**src/rtl/regfile_pkg.sv**
```systemverilog
// Shared constants and bus-slicing helper for the multi-port register file.
package regfile_pkg;

    localparam int unsigned DATA_W_DEF    = 32;
    localparam int unsigned ADDR_W_DEF    = 5;
    localparam int unsigned NUM_READ_DEF  = 2;
    localparam int unsigned NUM_WRITE_DEF = 2;
    localparam int unsigned ZERO_IDX      = 0;

    // Widest packed bus and widest single field the helper must handle
    localparam int unsigned MAX_BUS_W   = 128;
    localparam int unsigned MAX_SLICE_W = 32;

    function automatic logic [MAX_SLICE_W-1:0] bus_slice(
        input logic [MAX_BUS_W-1:0] bus,
        input int unsigned          idx,
        input int unsigned          width
    );
        return MAX_SLICE_W'(bus >> (idx * width));
    endfunction

endpackage

```
**src/rtl/regfile_mp_if.sv**
```systemverilog
// Read/write/reserve bus of the register file; the pipeline is master.
interface regfile_mp_if #(
    parameter int unsigned DATA_WIDTH = 32,
    parameter int unsigned ADDR_WIDTH = 5,
    parameter int unsigned NUM_READ   = 2,
    parameter int unsigned NUM_WRITE  = 2
);
    logic [NUM_READ*ADDR_WIDTH-1:0]  ReadRegister;
    logic [NUM_READ*DATA_WIDTH-1:0]  ReadData;
    logic [NUM_READ-1:0]             ReadPending;
    logic [NUM_WRITE-1:0]            RegWrite;
    logic [NUM_WRITE*ADDR_WIDTH-1:0] WriteRegister;
    logic [NUM_WRITE*DATA_WIDTH-1:0] WriteData;
    logic                            Reserve;
    logic [ADDR_WIDTH-1:0]           ReserveRegister;

    modport master (
        output ReadRegister, RegWrite, WriteRegister, WriteData, Reserve, ReserveRegister,
        input  ReadData, ReadPending
    );

    modport slave (
        input  ReadRegister, RegWrite, WriteRegister, WriteData, Reserve, ReserveRegister,
        output ReadData, ReadPending
    );
endinterface

```
**src/rtl/regfile_scoreboard.sv**
```systemverilog
// Per-register pending bits: set on reserve, cleared on writeback, reserve wins.
module regfile_scoreboard #(
    parameter int unsigned ADDR_WIDTH = 5,
    parameter int unsigned NUM_READ   = 2,
    parameter int unsigned NUM_WRITE  = 2,
    parameter int unsigned ZERO_REG   = 1
) (
    input  logic                            clk,
    input  logic                            rst_n,
    input  logic                            set_i,
    input  logic [ADDR_WIDTH-1:0]           set_addr_i,
    input  logic [NUM_WRITE-1:0]            clr_i,
    input  logic [NUM_WRITE*ADDR_WIDTH-1:0] clr_addr_i,
    input  logic [NUM_READ*ADDR_WIDTH-1:0]  rd_addr_i,
    output logic [NUM_READ-1:0]             pend_c_o
);
    localparam int unsigned DEPTH = 1 << ADDR_WIDTH;

    logic [DEPTH-1:0] pend_q;
    logic [DEPTH-1:0] pend_d;

    // Clears first so a same-cycle reserve (newer producer) overrides them
    always_comb begin
        pend_d = pend_q;
        for (int unsigned j = 0; j < NUM_WRITE; j++) begin
            if (clr_i[j]) begin
                pend_d[clr_addr_i[j*ADDR_WIDTH +: ADDR_WIDTH]] = 1'b0;
            end
        end
        if (set_i) begin
            pend_d[set_addr_i] = 1'b1;
        end
        if (ZERO_REG != 0) begin
            pend_d[0] = 1'b0;
        end
    end

    always_ff @(posedge clk or negedge rst_n) begin
        if (!rst_n) begin
            pend_q <= '0;
        end else begin
            pend_q <= pend_d;
        end
    end

    always_comb begin
        pend_c_o = '0;
        for (int unsigned i = 0; i < NUM_READ; i++) begin
            pend_c_o[i] = pend_q[rd_addr_i[i*ADDR_WIDTH +: ADDR_WIDTH]];
        end
    end

endmodule

```
**src/rtl/regfile_mp.sv**
```systemverilog
// Multi-port register file with optional zero register, write bypass and pending scoreboard.
module regfile_mp
    import regfile_pkg::*;
#(
    parameter int unsigned DATA_WIDTH = DATA_W_DEF,
    parameter int unsigned ADDR_WIDTH = ADDR_W_DEF,
    parameter int unsigned NUM_READ   = NUM_READ_DEF,
    parameter int unsigned NUM_WRITE  = NUM_WRITE_DEF,
    parameter int unsigned ZERO_REG   = 1,
    parameter int unsigned BYPASS     = 1
) (
    input  logic        Clk,
    input  logic        Reset_n,
    regfile_mp_if.slave bus
);
    localparam int unsigned DEPTH = 1 << ADDR_WIDTH;

    logic [ADDR_WIDTH-1:0] rd_addr [NUM_READ];
    logic [ADDR_WIDTH-1:0] wr_addr [NUM_WRITE];
    logic [DATA_WIDTH-1:0] wr_data [NUM_WRITE];
    logic [NUM_WRITE-1:0]  wr_en;
    logic [DATA_WIDTH-1:0] regs_q  [DEPTH];
    logic [DATA_WIDTH-1:0] regs_d  [DEPTH];
    logic [NUM_READ-1:0]   sb_pend;
    logic [DATA_WIDTH-1:0] rd_val;
    logic                  byp_hit;

    // Unpack the port buses; writes to a hardwired zero register are dropped here
    always_comb begin
        for (int unsigned i = 0; i < NUM_READ; i++) begin
            rd_addr[i] = ADDR_WIDTH'(bus_slice(MAX_BUS_W'(bus.ReadRegister), i, ADDR_WIDTH));
        end
        for (int unsigned j = 0; j < NUM_WRITE; j++) begin
            wr_addr[j] = ADDR_WIDTH'(bus_slice(MAX_BUS_W'(bus.WriteRegister), j, ADDR_WIDTH));
            wr_data[j] = DATA_WIDTH'(bus_slice(MAX_BUS_W'(bus.WriteData), j, DATA_WIDTH));
            wr_en[j]   = bus.RegWrite[j] &&
                         !((ZERO_REG != 0) && (wr_addr[j] == ADDR_WIDTH'(ZERO_IDX)));
        end
    end

    // Ascending port order: the highest-numbered port wins an address conflict
    always_comb begin
        regs_d = regs_q;
        for (int unsigned j = 0; j < NUM_WRITE; j++) begin
            if (wr_en[j]) begin
                regs_d[wr_addr[j]] = wr_data[j];
            end
        end
    end

    always_ff @(posedge Clk or negedge Reset_n) begin
        if (!Reset_n) begin
            regs_q <= '{default: '0};
        end else begin
            regs_q <= regs_d;
        end
    end

    regfile_scoreboard #(
        .ADDR_WIDTH (ADDR_WIDTH),
        .NUM_READ   (NUM_READ),
        .NUM_WRITE  (NUM_WRITE),
        .ZERO_REG   (ZERO_REG)
    ) u_scoreboard (
        .clk        (Clk),
        .rst_n      (Reset_n),
        .set_i      (bus.Reserve),
        .set_addr_i (bus.ReserveRegister),
        .clr_i      (wr_en),
        .clr_addr_i (bus.WriteRegister),
        .rd_addr_i  (bus.ReadRegister),
        .pend_c_o   (sb_pend)
    );

    // Read muxes; bypass is held off in reset so outputs stay zero
    always_comb begin
        bus.ReadData    = '0;
        bus.ReadPending = '0;
        rd_val          = '0;
        byp_hit         = 1'b0;
        for (int unsigned i = 0; i < NUM_READ; i++) begin
            rd_val  = regs_q[rd_addr[i]];
            byp_hit = 1'b0;
            if (BYPASS != 0) begin
                for (int unsigned j = 0; j < NUM_WRITE; j++) begin
                    if (Reset_n && wr_en[j] && (wr_addr[j] == rd_addr[i])) begin
                        rd_val  = wr_data[j];
                        byp_hit = 1'b1;
                    end
                end
            end
            if ((ZERO_REG != 0) && (rd_addr[i] == ADDR_WIDTH'(ZERO_IDX))) begin
                rd_val = '0;
            end
            bus.ReadData[i*DATA_WIDTH +: DATA_WIDTH] = rd_val;
            bus.ReadPending[i] = sb_pend[i] && !byp_hit;
        end
    end

endmodule

```
**src/flat_wrapper.sv**
```systemverilog
// flat-port wrapper written by rule: the top's interface ports become plain ports
module regfile_mp_flat import regfile_pkg::*;
#(
    parameter int unsigned DATA_WIDTH = DATA_W_DEF,
    parameter int unsigned ADDR_WIDTH = ADDR_W_DEF,
    parameter int unsigned NUM_READ   = NUM_READ_DEF,
    parameter int unsigned NUM_WRITE  = NUM_WRITE_DEF,
    parameter int unsigned ZERO_REG   = 1,
    parameter int unsigned BYPASS     = 1
)
  (Clk, Reset_n, bus_ReadRegister, bus_RegWrite, bus_WriteRegister, bus_WriteData, bus_Reserve, bus_ReserveRegister, bus_ReadData, bus_ReadPending);
  regfile_mp_if #(.DATA_WIDTH(DATA_WIDTH), .ADDR_WIDTH(ADDR_WIDTH), .NUM_READ(NUM_READ), .NUM_WRITE(NUM_WRITE)) bus_i ();
  input  logic Clk;
  input  logic Reset_n;
  input wire logic [$bits(bus_i.ReadRegister)-1:0] bus_ReadRegister;
  input wire logic [$bits(bus_i.RegWrite)-1:0] bus_RegWrite;
  input wire logic [$bits(bus_i.WriteRegister)-1:0] bus_WriteRegister;
  input wire logic [$bits(bus_i.WriteData)-1:0] bus_WriteData;
  input wire logic [$bits(bus_i.Reserve)-1:0] bus_Reserve;
  input wire logic [$bits(bus_i.ReserveRegister)-1:0] bus_ReserveRegister;
  output wire logic [$bits(bus_i.ReadData)-1:0] bus_ReadData;
  output wire logic [$bits(bus_i.ReadPending)-1:0] bus_ReadPending;
  assign bus_i.ReadRegister = bus_ReadRegister;
  assign bus_i.RegWrite = bus_RegWrite;
  assign bus_i.WriteRegister = bus_WriteRegister;
  assign bus_i.WriteData = bus_WriteData;
  assign bus_i.Reserve = bus_Reserve;
  assign bus_i.ReserveRegister = bus_ReserveRegister;
  assign bus_ReadData = bus_i.ReadData;
  assign bus_ReadPending = bus_i.ReadPending;
  regfile_mp #(.DATA_WIDTH(DATA_WIDTH), .ADDR_WIDTH(ADDR_WIDTH), .NUM_READ(NUM_READ), .NUM_WRITE(NUM_WRITE), .ZERO_REG(ZERO_REG), .BYPASS(BYPASS)) u_core (.Clk(Clk), .Reset_n(Reset_n), .bus(bus_i));
endmodule
```
**config.mk**
```make
export PLATFORM = sky130hd
export DESIGN_NAME = regfile_mp_flat
export DESIGN_NICKNAME = d
export VERILOG_FILES = /design/src/rtl/regfile_pkg.sv /design/src/rtl/regfile_mp_if.sv /design/src/rtl/regfile_scoreboard.sv /design/src/rtl/regfile_mp.sv /design/src/flat_wrapper.sv
export SDC_FILE = /design/constraint.sdc
export NUM_CORES = 2
export LEC_CHECK = 0
export CAP_MARGIN = 10
export CORE_MARGIN = 8
export CORE_UTILIZATION = 60
export DETAILED_ROUTE_END_ITERATION = 6
export GPL_ROUTABILITY_DRIVEN = 0
export PLACE_DENSITY = 0.75
export SYNTH_ARGS = -nofsm -noshare
export SYNTH_HDL_FRONTEND = slang
export SYNTH_SLANG_ARGS = --single-unit
```
**constraint.sdc**
```tcl
create_clock -name Clk -period 6.9 [get_ports Clk]
set_clock_uncertainty 0.2 [all_clocks]
set_input_delay 1.38 -clock Clk [delete_from_list [all_inputs] [get_ports Clk]]
set_output_delay 1.38 -clock Clk [all_outputs]
set_load 0.03 [all_outputs]
```
==> flow_summary.yaml <==
drt:
  first_iter_violations: 10540
  drtPass1Iterations: 7
  num_vias: 57010
  wl_um: 262100
  wl_per_cell_um: 34.80
  vias_per_cell: 7.568
  post-route-drc-count: 25
  ant_nets: 0
logic_synthesis:
  async_flop_share_pct: 100.0
  syn_nets: 6372
  synth_cell_type_count: 62
  synth-edff-count: 0
  ys_seq_area_share_pct: 39.50
  ys_warn_count: 0
  netlist.area_leader.share_pct: 39.50
  ys.flop_type: "dfrtp_1"
  synth_seq_cells: 1055
  synth.avg_cell_area_um2: 10.65
  synthCells: 6278
  synth_area_leaders: "dfrtp_1 39%, mux4_2 19%, mux2i_1 15%, a21oi_1 5.0%, nor2_1 4.2%"
  syn-cell-area_um2: 66840
  yosysTopAreaCell: "dfrtp_1"
placement:
  place_ws_ns: 0.4783
  port_buffers: 159
  dp_hpwl_um: 148800
critical_path:
  required_ns: 5.32
  cpPeakStageDelay_ns: 0.83
  cp.depth: 9
  path_max_fanout: 16
  critical-path-top-delay-family: "simple AND/OR/NAND/NOR gates"
  crit_chain: "clkdlybuf4s50_1 > or2_1 > o21a_4 > nand4_2 > nand2_2 > buf_4 > a21oi_1 > nor3_1 > buf_12"
  arrival_ns: 5.17
  cpMaxStageDelayCell: "nand2_2"
  critical_path_buf_inv_count: 3
  criticalPathCategory: "in -> out"
  rr_worst_depth: 2
  endpoint_kind: "primary output"
  start_kind: "input port"
sta:
  setup_violations: 0
  setup_tns_ns: 0
  max_freq_mhz: 148.1
  final-hold-violation-count: 0
  rsz0062_at_grt: "false"
  worst_slack_ns: 0.1471
  holdWs_ns: 0.1967
  relSlewSlack_pct: -2.628
  worst_pin_slew_ns: 1.528
  timing.final.crit_share_pct: 97.87
  finalCriticalPeriod_ns: 6.753
  maxSlewViolCount: 4
flow_run:
  maxCapViolCount: 1
power_and_ir_drop:
  clkPwrFrac_pct: 30.7
  leakage_nw: 31.04
  pwr_density_cell_nw_per_um2: 298.6
  power_switching_mw: 6.948
  swShare_pct: 31.55
  seq_power_share_pct: 41.5
  combPwrFrac_pct: 27.8
  ir_drop_uv: 250.4
  internal_power_mw: 15.08
die:
  dieWidth_um: 349.8
  start_util_pct: 60.48
  core_area_um2: 110500
  rows: 122
  ios: 160
  die_y_um: 349.8
  die_area_um2: 122300
global_routing:
  grt_use_total_pct: 41.96
  grt_pass1_wl_um: 379000
  antenna_found_initial: 12
  grt_overflow_total: 0
  grt_pass1_vias: 56030
  grt_max_degree: 83
clock_network:
  ctsResizeCount: 0
  clk_latency_ns: 0.71
  clk_path_buf_depth: 3
  path_clk_slew_ns: 0.06
  h-tree-depth: 3
  cts_inserted_buffers: 114
  cts.sink_count: 1055
  cts_tree: "done"
  cts_setup_buffers: 0
  hold_buffers: 0
  root_buffer: "clkbuf_16"
hold_path:
  hold_class: "reg -> reg"
  whs_path_depth: 0
layout:
  layout-drive-gt1-share_pct: 19.31
  n_fill_cell: 8131
  nets: 6029
  layout_commonest_cell: "dfrtp_1"
  layout-area-overhead-vs-synth_pct: 10.34
  layout_common_cells: "1,055 x dfrtp_1, 990 x mux2i_1, 734 x nor2_1"
status:
  violations: "DRC, capacitance limit, slew limit"
  status: "finished, violations left"
path summary, 6_finish.rpt:
path / slack, ns / from / endpoint
setup reg to reg: 5.69 / u_core.regs_q[980] / u_core.regs_q[980]
max in group asynchronous: 2.19 / Reset_n / u_core.regs_q[252]
min in group asynchronous: 0.39 / Reset_n / u_core.regs_q[897]
hold reg to reg: 0.20 / u_core.regs_q[995] / u_core.regs_q[995]
hold / removal: 0.20 / u_core.regs_q[995] / u_core.regs_q[995]
setup / recovery: 0.15 / bus_WriteRegister[0] / bus_ReadData[62]
metal layers:
| metal | vias to the layer above | track usage [%] | routed length, um |
|---|---|---|---|
| met2 | 5590 | 57.26 | 106100 |
| met4 | 18 | 28.23 | 22670 |
| met3 | 1545 | 20.98 | 45400 |
| li1 | 22260 | - | - |
| met5 | - | 1.765 | 373 |
| met1 | 27590 | 51.97 | 87570 |
flip-flops by register name, summed over array words and instances (netlist names):
name,cells
u_core.regs_q,1024
u_core.u_scoreboard.pend_q,31
synthesized netlist by cell type, types with 4 or more instances:
master    instances
nor2_1          746
mux2_2           15
a32oi_1          74
a32o_1           15
dfrtp_1        1055
xor2_1           16
buf_2           153
and3_1           13
nand3_1          13
or3_1             5
nor3_1           87
buf_6            15
a31oi_1          18
nor2_2            8
xnor2_1           4
nor3_2            4
mux4_2          578
o21ai_0         377
o22ai_1          33
and2_1           14
clkbuf_1        505
o221ai_1         48
buf_4            61
nand2_1         479
mux2i_1         990
a21oi_1         672
nor3b_1           6
a22oi_1           4
nand2b_1         20
inv_1             8
buf_1            92
a211oi_1         59
nor2b_1          39
clkbuf_2          4
o211ai_1          5
per-stage QoR:
| step | utilization (%) | area, um^2 | std cells | power [mW] |
|---|---|---|---|---|
| 2_1_floorplan | - | 66840 | 6278 | 12.94 |
| 3_3_place_gp | 62.96 | 69580 | 7306 | 14.73 |
| 3_5_place_dp | 62.96 | 69580 | 7306 | 15.05 |
| 4_1_cts | 66.69 | 73710 | 7521 | 21.73 |
| 5_1_grt | 66.72 | 73730 | 7525 | 22.70 |
| 6_report | 66.74 | 73750 | 7533 | 22.02 |
cell families (layout without fill, tap and decap cells):
kind of cell	Yosys count	count (layout)	synth area share (%)
simple gates	1456	1456	8.951
compound gates	1320	1320	11.12
xor+xnor	20	20	0.2620
other cells	0	11	0
mux	1583	1583	34.55
buf+inv	844	600	5.616
flops	1055	1055	39.50
area by class of cell:
class	count	area, um^2	area share, %
flip-flops and latches	1055	26400	35.79
repair buffers	375	4128	5.597
inverters	10	37.54	0.05089
well taps	1488	1862	2.524
multi-input cells	4379	37180	50.40
clock inverters	47	705.7	0.9568
clock buffers	168	3418	4.635
diodes	11	27.53	0.03732
power groups by stage:
stage	clock [mW]	sequential, mW	combinational (mW)
after floorplan	0	8.65	4.29
after global placement	0	8.98	5.76
after detailed placement	0	9.11	5.95
after CTS	6.74	9.03	5.96
after global routing	6.99	9.26	6.45
final	6.77	9.13	6.12
Note: power is estimated with default switching activity, not from simulation.
